File: src/rtl/matvec_engine.sv
// Matrix-vector multiply engine: fetches B and the ROWS rows of A over an
// Avalon-MM read port, then runs ROWS parallel unsigned MACs for COLS cycles.
module matvec_engine #(
    parameter int ROWS       = 8,
    parameter int COLS       = 8,
    parameter int DATA_WIDTH = 8,
    parameter int ACC_WIDTH  = 24,
    parameter int ADDR_WIDTH = 32
) (
    input  logic                       clk,
    input  logic                       rst_n,
    input  logic                       start,
    input  logic [ADDR_WIDTH-1:0]      base_addr,
    output logic [ADDR_WIDTH-1:0]      address,
    output logic                       read,
    input  logic [COLS*DATA_WIDTH-1:0] readdata,
    input  logic                       readdatavalid,
    input  logic                       waitrequest,
    output logic                       busy,
    output logic                       done,
    output logic [ROWS*ACC_WIDTH-1:0]  result
);

    localparam int IDX_W  = $clog2(ROWS + 1);
    localparam int K_W    = (COLS > 1) ? $clog2(COLS) : 1;
    localparam int ROW_W  = COLS * DATA_WIDTH;
    localparam int PROD_W = 2 * DATA_WIDTH;

    typedef enum logic [2:0] {
        S_IDLE = 3'd0,
        S_REQ  = 3'd1,
        S_RESP = 3'd2,
        S_CALC = 3'd3,
        S_DONE = 3'd4
    } state_t;

    // Product is zero-extended or truncated to the accumulator width.
    function automatic logic [ACC_WIDTH-1:0] fit_acc(input logic [PROD_W-1:0] p);
        logic [PROD_W+ACC_WIDTH-1:0] wide;
        wide = {{ACC_WIDTH{1'b0}}, p};
        return wide[ACC_WIDTH-1:0];
    endfunction

    function automatic logic [DATA_WIDTH-1:0] elem(input logic [ROW_W-1:0] row,
                                                   input logic [K_W-1:0]   k);
        return row[k*DATA_WIDTH +: DATA_WIDTH];
    endfunction

    function automatic logic [ACC_WIDTH-1:0] mac(input logic [ACC_WIDTH-1:0]  acc,
                                                 input logic [DATA_WIDTH-1:0] a,
                                                 input logic [DATA_WIDTH-1:0] b);
        logic [PROD_W-1:0] prod;
        prod = PROD_W'(a) * PROD_W'(b);
        return acc + fit_acc(prod);
    endfunction

    state_t                  state_q, state_d;
    logic [ADDR_WIDTH-1:0]   base_q, base_d;
    logic [IDX_W-1:0]        idx_q, idx_d;
    logic [K_W-1:0]          k_q, k_d;
    logic [ROW_W-1:0]        b_q, b_d;
    logic [ROW_W-1:0]        a_q [ROWS];
    logic [ROW_W-1:0]        a_d [ROWS];
    logic [ACC_WIDTH-1:0]    acc_q [ROWS];
    logic [ACC_WIDTH-1:0]    acc_d [ROWS];
    logic [ROWS*ACC_WIDTH-1:0] result_q, result_d;
    logic [ADDR_WIDTH-1:0]   address_q, address_d;
    logic                    read_q, read_d;
    logic                    busy_q, busy_d;
    logic                    done_q, done_d;

    // Next-state, fetch bookkeeping and MAC datapath.
    always_comb begin
        state_d   = state_q;
        base_d    = base_q;
        idx_d     = idx_q;
        k_d       = k_q;
        b_d       = b_q;
        a_d       = a_q;
        acc_d     = acc_q;
        result_d  = result_q;
        address_d = address_q;
        read_d    = read_q;
        busy_d    = busy_q;
        done_d    = done_q;

        case (state_q)
            S_IDLE, S_DONE: begin
                if (start) begin
                    base_d    = base_addr;
                    idx_d     = '0;
                    k_d       = '0;
                    for (int r = 0; r < ROWS; r++) begin
                        acc_d[r] = '0;
                    end
                    result_d  = '0;
                    address_d = base_addr;
                    read_d    = 1'b1;
                    busy_d    = 1'b1;
                    done_d    = 1'b0;
                    state_d   = S_REQ;
                end else begin
                    state_d = state_q;
                end
            end
            S_REQ: begin
                if (!waitrequest) begin
                    read_d  = 1'b0;
                    state_d = S_RESP;
                end else begin
                    read_d  = 1'b1;
                end
            end
            S_RESP: begin
                if (readdatavalid) begin
                    if (idx_q == IDX_W'(0)) begin
                        b_d = readdata;
                    end else begin
                        for (int r = 0; r < ROWS; r++) begin
                            if (idx_q == IDX_W'(r + 1)) begin
                                a_d[r] = readdata;
                            end else begin
                                a_d[r] = a_q[r];
                            end
                        end
                    end
                    if (idx_q == IDX_W'(ROWS)) begin
                        k_d     = '0;
                        state_d = S_CALC;
                    end else begin
                        idx_d     = idx_q + IDX_W'(1);
                        address_d = base_q + ADDR_WIDTH'(idx_q) + ADDR_WIDTH'(1);
                        read_d    = 1'b1;
                        state_d   = S_REQ;
                    end
                end else begin
                    state_d = S_RESP;
                end
            end
            S_CALC: begin
                for (int r = 0; r < ROWS; r++) begin
                    acc_d[r] = mac(acc_q[r], elem(a_q[r], k_q), elem(b_q, k_q));
                end
                // The final MAC's sum goes straight to the result on the same edge.
                if (k_q == K_W'(COLS - 1)) begin
                    for (int r = 0; r < ROWS; r++) begin
                        result_d[r*ACC_WIDTH +: ACC_WIDTH] = acc_d[r];
                    end
                    k_d     = '0;
                    busy_d  = 1'b0;
                    done_d  = 1'b1;
                    state_d = S_DONE;
                end else begin
                    k_d = k_q + K_W'(1);
                end
            end
            default: begin
                read_d  = 1'b0;
                busy_d  = 1'b0;
                done_d  = 1'b0;
                state_d = S_IDLE;
            end
        endcase
    end

    // State and datapath registers, cleared by the asynchronous reset.
    always_ff @(posedge clk or negedge rst_n) begin
        if (!rst_n) begin
            state_q   <= S_IDLE;
            base_q    <= '0;
            idx_q     <= '0;
            k_q       <= '0;
            b_q       <= '0;
            for (int r = 0; r < ROWS; r++) begin
                a_q[r]   <= '0;
                acc_q[r] <= '0;
            end
            result_q  <= '0;
            address_q <= '0;
            read_q    <= 1'b0;
            busy_q    <= 1'b0;
            done_q    <= 1'b0;
        end else begin
            state_q   <= state_d;
            base_q    <= base_d;
            idx_q     <= idx_d;
            k_q       <= k_d;
            b_q       <= b_d;
            for (int r = 0; r < ROWS; r++) begin
                a_q[r]   <= a_d[r];
                acc_q[r] <= acc_d[r];
            end
            result_q  <= result_d;
            address_q <= address_d;
            read_q    <= read_d;
            busy_q    <= busy_d;
            done_q    <= done_d;
        end
    end

    assign address = address_q;
    assign read    = read_q;
    assign busy    = busy_q;
    assign done    = done_q;
    assign result  = result_q;

endmodule
File: config.mk
export PLATFORM = sky130hd
export DESIGN_NAME = matvec_engine
export DESIGN_NICKNAME = d
export VERILOG_FILES = /design/src/rtl/matvec_engine.sv
export SDC_FILE = /design/constraint.sdc
export NUM_CORES = 2
export LEC_CHECK = 0
export CAP_MARGIN = 20
export CORE_MARGIN = 5
export CORE_UTILIZATION = 55
export DETAILED_ROUTE_END_ITERATION = 10
export PLACE_DENSITY_LB_ADDON = 0.15
export SLEW_MARGIN = 0
export SYNTH_ARGS = -nofsm -noshare
export SYNTH_HDL_FRONTEND = slang
export SYNTH_SLANG_ARGS = --single-unit
File: constraint.sdc
create_clock -name clk -period 8.45 [get_ports clk]
set_input_delay 2.1125 -clock clk [delete_from_list [all_inputs] [get_ports clk]]
set_output_delay 2.1125 -clock clk [all_outputs]
set_load 0.1 [all_outputs]
== Word level (Yosys, flattened, before mapping) ==
Index checks and enable logic that the tools add are counted.
Word-level totals
  input port bits: 101
  output and inout bits: 227
  memory bits (writable): 0
  bits in latches: 0
  bits in registers: 1037
  memories kept: 0
  ROM bits: 0
Cells by class
  divide/modulo/power cells: 0
  $lt $le $gt $ge: 0
  reduce and logical (&&, ||, !) cells: 24
  multiplexer cells: 33
  add/sub/neg operators: 12
  bitwise gates (word level): 3
  equality and inequality tests: 19
  multipliers: 8
  shift operators: 9
Operator list (number)
  $pmux 192 s2: 2
  $shiftx 64x7->8: 9
  $mux 192: 2
  $add 24x16->24: 8
  $mul 8x8->16: 8
  $mux 32: 3
  $pmux 32 s2: 1
  $reduce_and 4->1: 11
  $add 32x1->32 const B: 1
  $add 32x4->32: 1
  $mux 3: 8
  $eq 4x3->1 const B: 4
  $mux 4: 3
  $ne 2x2->1 const B: 6
  $pmux 3 s4: 1
  $reduce_and 3->1: 4
  $pmux 3 s3: 1
  $eq 4x2->1 const B: 2
  $pmux 4 s2: 1
  $mux 1: 7
  $eq 3x2->1 const B: 2
  $eq 3x3->1 const B: 2
  $pmux 1 s3: 2
  $add 4x1->4 const B: 1
  13 further kinds: 18

== Logic depth before layout (Yosys ltp) ==
  depth after elaboration: 5
  gate-level depth with buffers: 25
  gate-level depth less buffers: 22

== Worst setup path before layout ==
No wires, ideal clock.
  path kind: reg2reg
  from: register k_q[0]
  to: register acc_q[191] (netlist name)
  setup slack: 2.357 ns
  library setup time: 0.082 ns
  data arrival time: 6.012 ns
  data required time: 8.368 ns
  cell stages (with the launch flop): 23
  path through: dfrtp_1 -> buf_4 -> buf_2 -> buf_2 -> mux4_2 -> mux2i_1 -> nand2b_1 -> fa_1 -> inv_1 -> fa_1 -> fa_1 -> inv_1 -> fa_1 -> inv_1 -> ha_1 -> a21o_1 -> a21oi_1 -> nand2_1 -> a311oi_1 -> o311ai_2 -> and4_1 -> nand2b_1 -> a31oi_1
On the way
  longest elaborated chain between the ends: 4
RTL lines
  from (decl): RTL line 60  | logic [K_W-1:0] k_q, k_d;
  from (signal assigned): RTL line 187  | k_q <= k_d;
  $shiftx 64x7->8: RTL line 46  | return row[k*DATA_WIDTH +: DATA_WIDTH];
  $mul 8x8->16 *: RTL line 53  | prod = PROD_W'(a) * PROD_W'(b);
  $add 24x16->24 *: RTL line 54  | return acc + fit_acc(prod);
  $pmux 192 s2 *: RTL line 87  | case (state_q)
  to (signal, indexed assignment): RTL line 191  | acc_q[r] <= acc_d[r];
  to (decl): RTL line 64  | logic [ACC_WIDTH-1:0] acc_q [ROWS];
Every way passes the cells marked *; elsewhere a longest branch is shown, timed or not.
A chain may end at the register's enable or synchronous reset.

== Worst setup path after layout ==
  from: register k_q[0]
  to: register acc_q[95] (netlist name)
Same word-level chain as after synthesis.

==> reports/results.txt <==
Netlist cell types -> 81
Final Hold Vio Count -> 0
First DRT Iteration DRCs -> 3271
Post-synth EDFFs -> 0
RR Endpoint -> acc_q[95]$_DFFE_PN0P_
Port buffer count -> 327
Mapped Cells -> 5981
Worst Setup End Kind -> flip-flop
Unrepaired setup endpoints after global routing -> false
Final Non-Filler Cells -> 7900
Fin crit period -> 7.26 ns
Placement-stage cell area -> 70400 µm²
Area share of the largest cell type after synthesis -> 0.397
CTS buffer count -> 114
Syn_area_per_cell -> 10.9 µm²
Top FF cell, synth -> dfrtp_1
Ports -> 328
CTS tree -> built
Synth area leader -> dfrtp_1
GRT met3 Usage -> 0.0655
Hold depth -> 2
Most area-consuming cells after synthesis -> dfrtp_1, fa_1, mux2_2
First-pass GRT wire length -> 279000 µm
Number of maximum-capacitance violations -> 0
Routed wire length -> 177000 µm
Htree depth -> 3
Setup violations, final -> 0
Syn_nets -> 6821
Setup TNS -> 0 ns
Worst r2r src -> k_q[0]$_DFFE_PN0P_
Critical Path RT -> 9.09 ns
DIE AREA -> 126000 µm²
Met2 Usage GRT -> 0.441
Pwr dens -> 363 nW/µm²
Share of layout cells above drive strength 1 -> 0.182
Hold crit path type -> flip-flop to flip-flop
Internal reg-to-reg setup slack -> 1.19 ns
Crit Path Max Fanout -> 24
Met1 GRT Util -> 0.399
Crit Path Category -> flip-flop to flip-flop
Gr busiest metal -> met2
DP Worst Slack -> 1.26 ns
Period Utilization, post-route -> 0.859
Placed cells -> 7681
YS warnings -> 0
Core area -> 118000 µm²
Crit path DAT -> 7.90 ns
GR Overflow Total -> 0
Via count -> 45100
Design area -> 74400 µm²
Area Growth Syn to Fin -> 13.7%
Peak VDD IR -> 391 µV
Initial antenna violation count -> 15
Num rows -> 126
Clock transition at the registers of the reported paths -> 0.06 ns
Status -> completed
Pleak -> 37.2 nW
Startpoint Class -> flip-flop
Post-CTS Setup Bufs -> 0
Hold_sp -> result[1]$_DFFE_PN0P_
Mapped cell area -> 65400 µm²
Max Fclk -> 0.138 GHz
Placer's final routability congestion estimate -> 0.869
Die span in x -> 355 µm
Ys async rst share -> 1.00
Worst Hold Path EP -> result[1]$_DFFE_PN0P_
Seq/Total Area, Yosys -> 0.397
Fin Clk Skew -> 0.0553 ns
Chip height -> 355 µm
Vias per cell -> 5.71
Post-route worst setup slack -> 1.19 ns
Final net count -> 7103
Largest net degree at the start of global routing -> 184
Post-CTS resize count -> 0
Drt pass-1 iters -> 7
Top-count cell post-synth -> dfrtp_1
CTS Root Buffer Type -> clkbuf_16
#FFs+latches synth -> 1037
Synth top cells by count -> dfrtp_1, inv_1, nand2_1
# hold bufs at CTS -> 0
Initial Util -> 0.554
Final core utilization -> 0.630
DRC errors left -> 0
CTS sink cnt -> 1037
GRT Util Overall -> 0.284
CTS Buffer Depth -> 3
Worst slew margin -> 0.223
Worst-Margin Slew -> 1.17 ns
FF-to-FF path depth -> 21
Post-DP HPWL -> 125000 µm
Clock Latency Late Sink -> 0.73 ns
Max-slew violations -> 0
Vias in the first global route -> 47100
Post-DR wirelength/cell -> 22.3 µm
Routed Antenna Nets -> 0
## report_power, final
group	total [mW]	internal, mW	switching [mW]
logic	14.9	5.16	9.72
registers	7.00	6.19	0.812
clock network	5.16	3.02	2.14
total	27.0	14.4	12.7
## per-layer routing
layer  routed length, µm  vias to the layer above  part of all wire
met5                  41                        -           0.00023
met4                6710                        6             0.038
met3               13200                      295             0.075
met2               79200                     1323              0.45
met1               77400                    23000              0.44
li1                    -                    20500                 -
## how the worst max path moves through the flow
stage | from | to | slack (ns) | depth (start not counted)
6_report | k_q[0]$_DFFE_PN0P_ | acc_q[95]$_DFFE_PN0P_ | 1.19 | 21
5_1_grt | k_q[0]$_DFFE_PN0P_ | acc_q[117]$_DFFE_PN0P_ | 0.75 | 22
4_1_cts | k_q[0]$_DFFE_PN0P_ | acc_q[95]$_DFFE_PN0P_ | 1.24 | 21
3_5_place_dp | k_q[0]$_DFFE_PN0P_ | result[22]$_DFFE_PN0P_ | 1.26 | 19
3_3_place_gp | k_q[0]$_DFFE_PN0P_ | result[22]$_DFFE_PN0P_ | 1.37 | 19
2_1_floorplan | k_q[0]$_DFFE_PN0P_ | acc_q[191]$_DFFE_PN0P_ | 2.36 | 22
## registers in the layout, summed over array words and instances, names as in the netlist, 4 cells and up
signal / flops
a_q: 512
acc_q: 192
result: 192
b_q: 64
address: 32
base_q: 32
idx_q: 4
## cell families (layout without fill, tap and decap cells)
| group | Yosys count | after routing | synth area share |
|---|---|---|---|
| buffers and inverters | 1073 | 1453 | 0.0663 |
| AND/OR/NAND/NOR | 1357 | 1357 | 0.0902 |
| AO/OA/AOI/OAI | 786 | 786 | 0.0725 |
| multiplexers | 819 | 819 | 0.164 |
| XOR/XNOR | 170 | 170 | 0.0228 |
| other | 0 | 3 | 0 |
| flip-flops | 1037 | 1037 | 0.397 |
| adder cells (fa/ha/maj) | 739 | 739 | 0.187 |
## area by class of cell
class                           instances  area [µm²]
Fill cell                            9396       43700
Inverter                              804        3020
Antenna cell                            3        7.51
Sequential cell                      1037       26000
Clock buffer                          171        3340
Clock inverter                         43         592
Tap cell                             1536        1920
Timing Repair Buffer                  435        4270
Multi-Input combinational cell       3871       35300
## placed cells by master (no fill, tap or decap), types with 61 or more instances in the layout
master           netlist  routed
mux4_2               144     144
a21o_1                61      61
mux2_2               607     607
inv_1                804     804
xnor2_1               94      94
xor2_1                76      76
fa_1                 401     401
nor2_1               374     371
clkdlybuf4s50_1        0     325
nand3_1              105     104
clkbuf_16              0     114
nand2_1              635     631
dfrtp_1             1037    1034
a21oi_1              128     128
buf_4                  3      95
ha_1                 338     338
o21ai_0              369     369
## stage by stage
stage / power (mW) / hold WS (ns)
after global placement: 21.6 / 0.461
final: 27.0 / 0.478
after detailed placement: 21.9 / 0.469
after floorplan: 17.3 / 0.445
after global routing: 29.0 / 0.494
after CTS: 27.1 / 0.483
## critical path: stages (launching register included)
cell,delay [ns]
dfrtp_4,0.79
buf_4,0.31
mux4_2,0.57
mux2i_4,0.79
buf_4,0.38
or2_2,0.16
fa_1,0.40
fa_1,0.50
inv_1,0.06
fa_1,0.48
inv_1,0.05
fa_1,0.47
inv_1,0.04
ha_1,0.36
nand3_1,0.11
o22ai_1,0.23
o21ai_1,0.18
o21a_1,0.23
o31ai_2,0.37
nand4_1,0.24
or3_1,0.34
o21ai_0,0.07
Note: power is estimated with default switching activity, not from simulation.
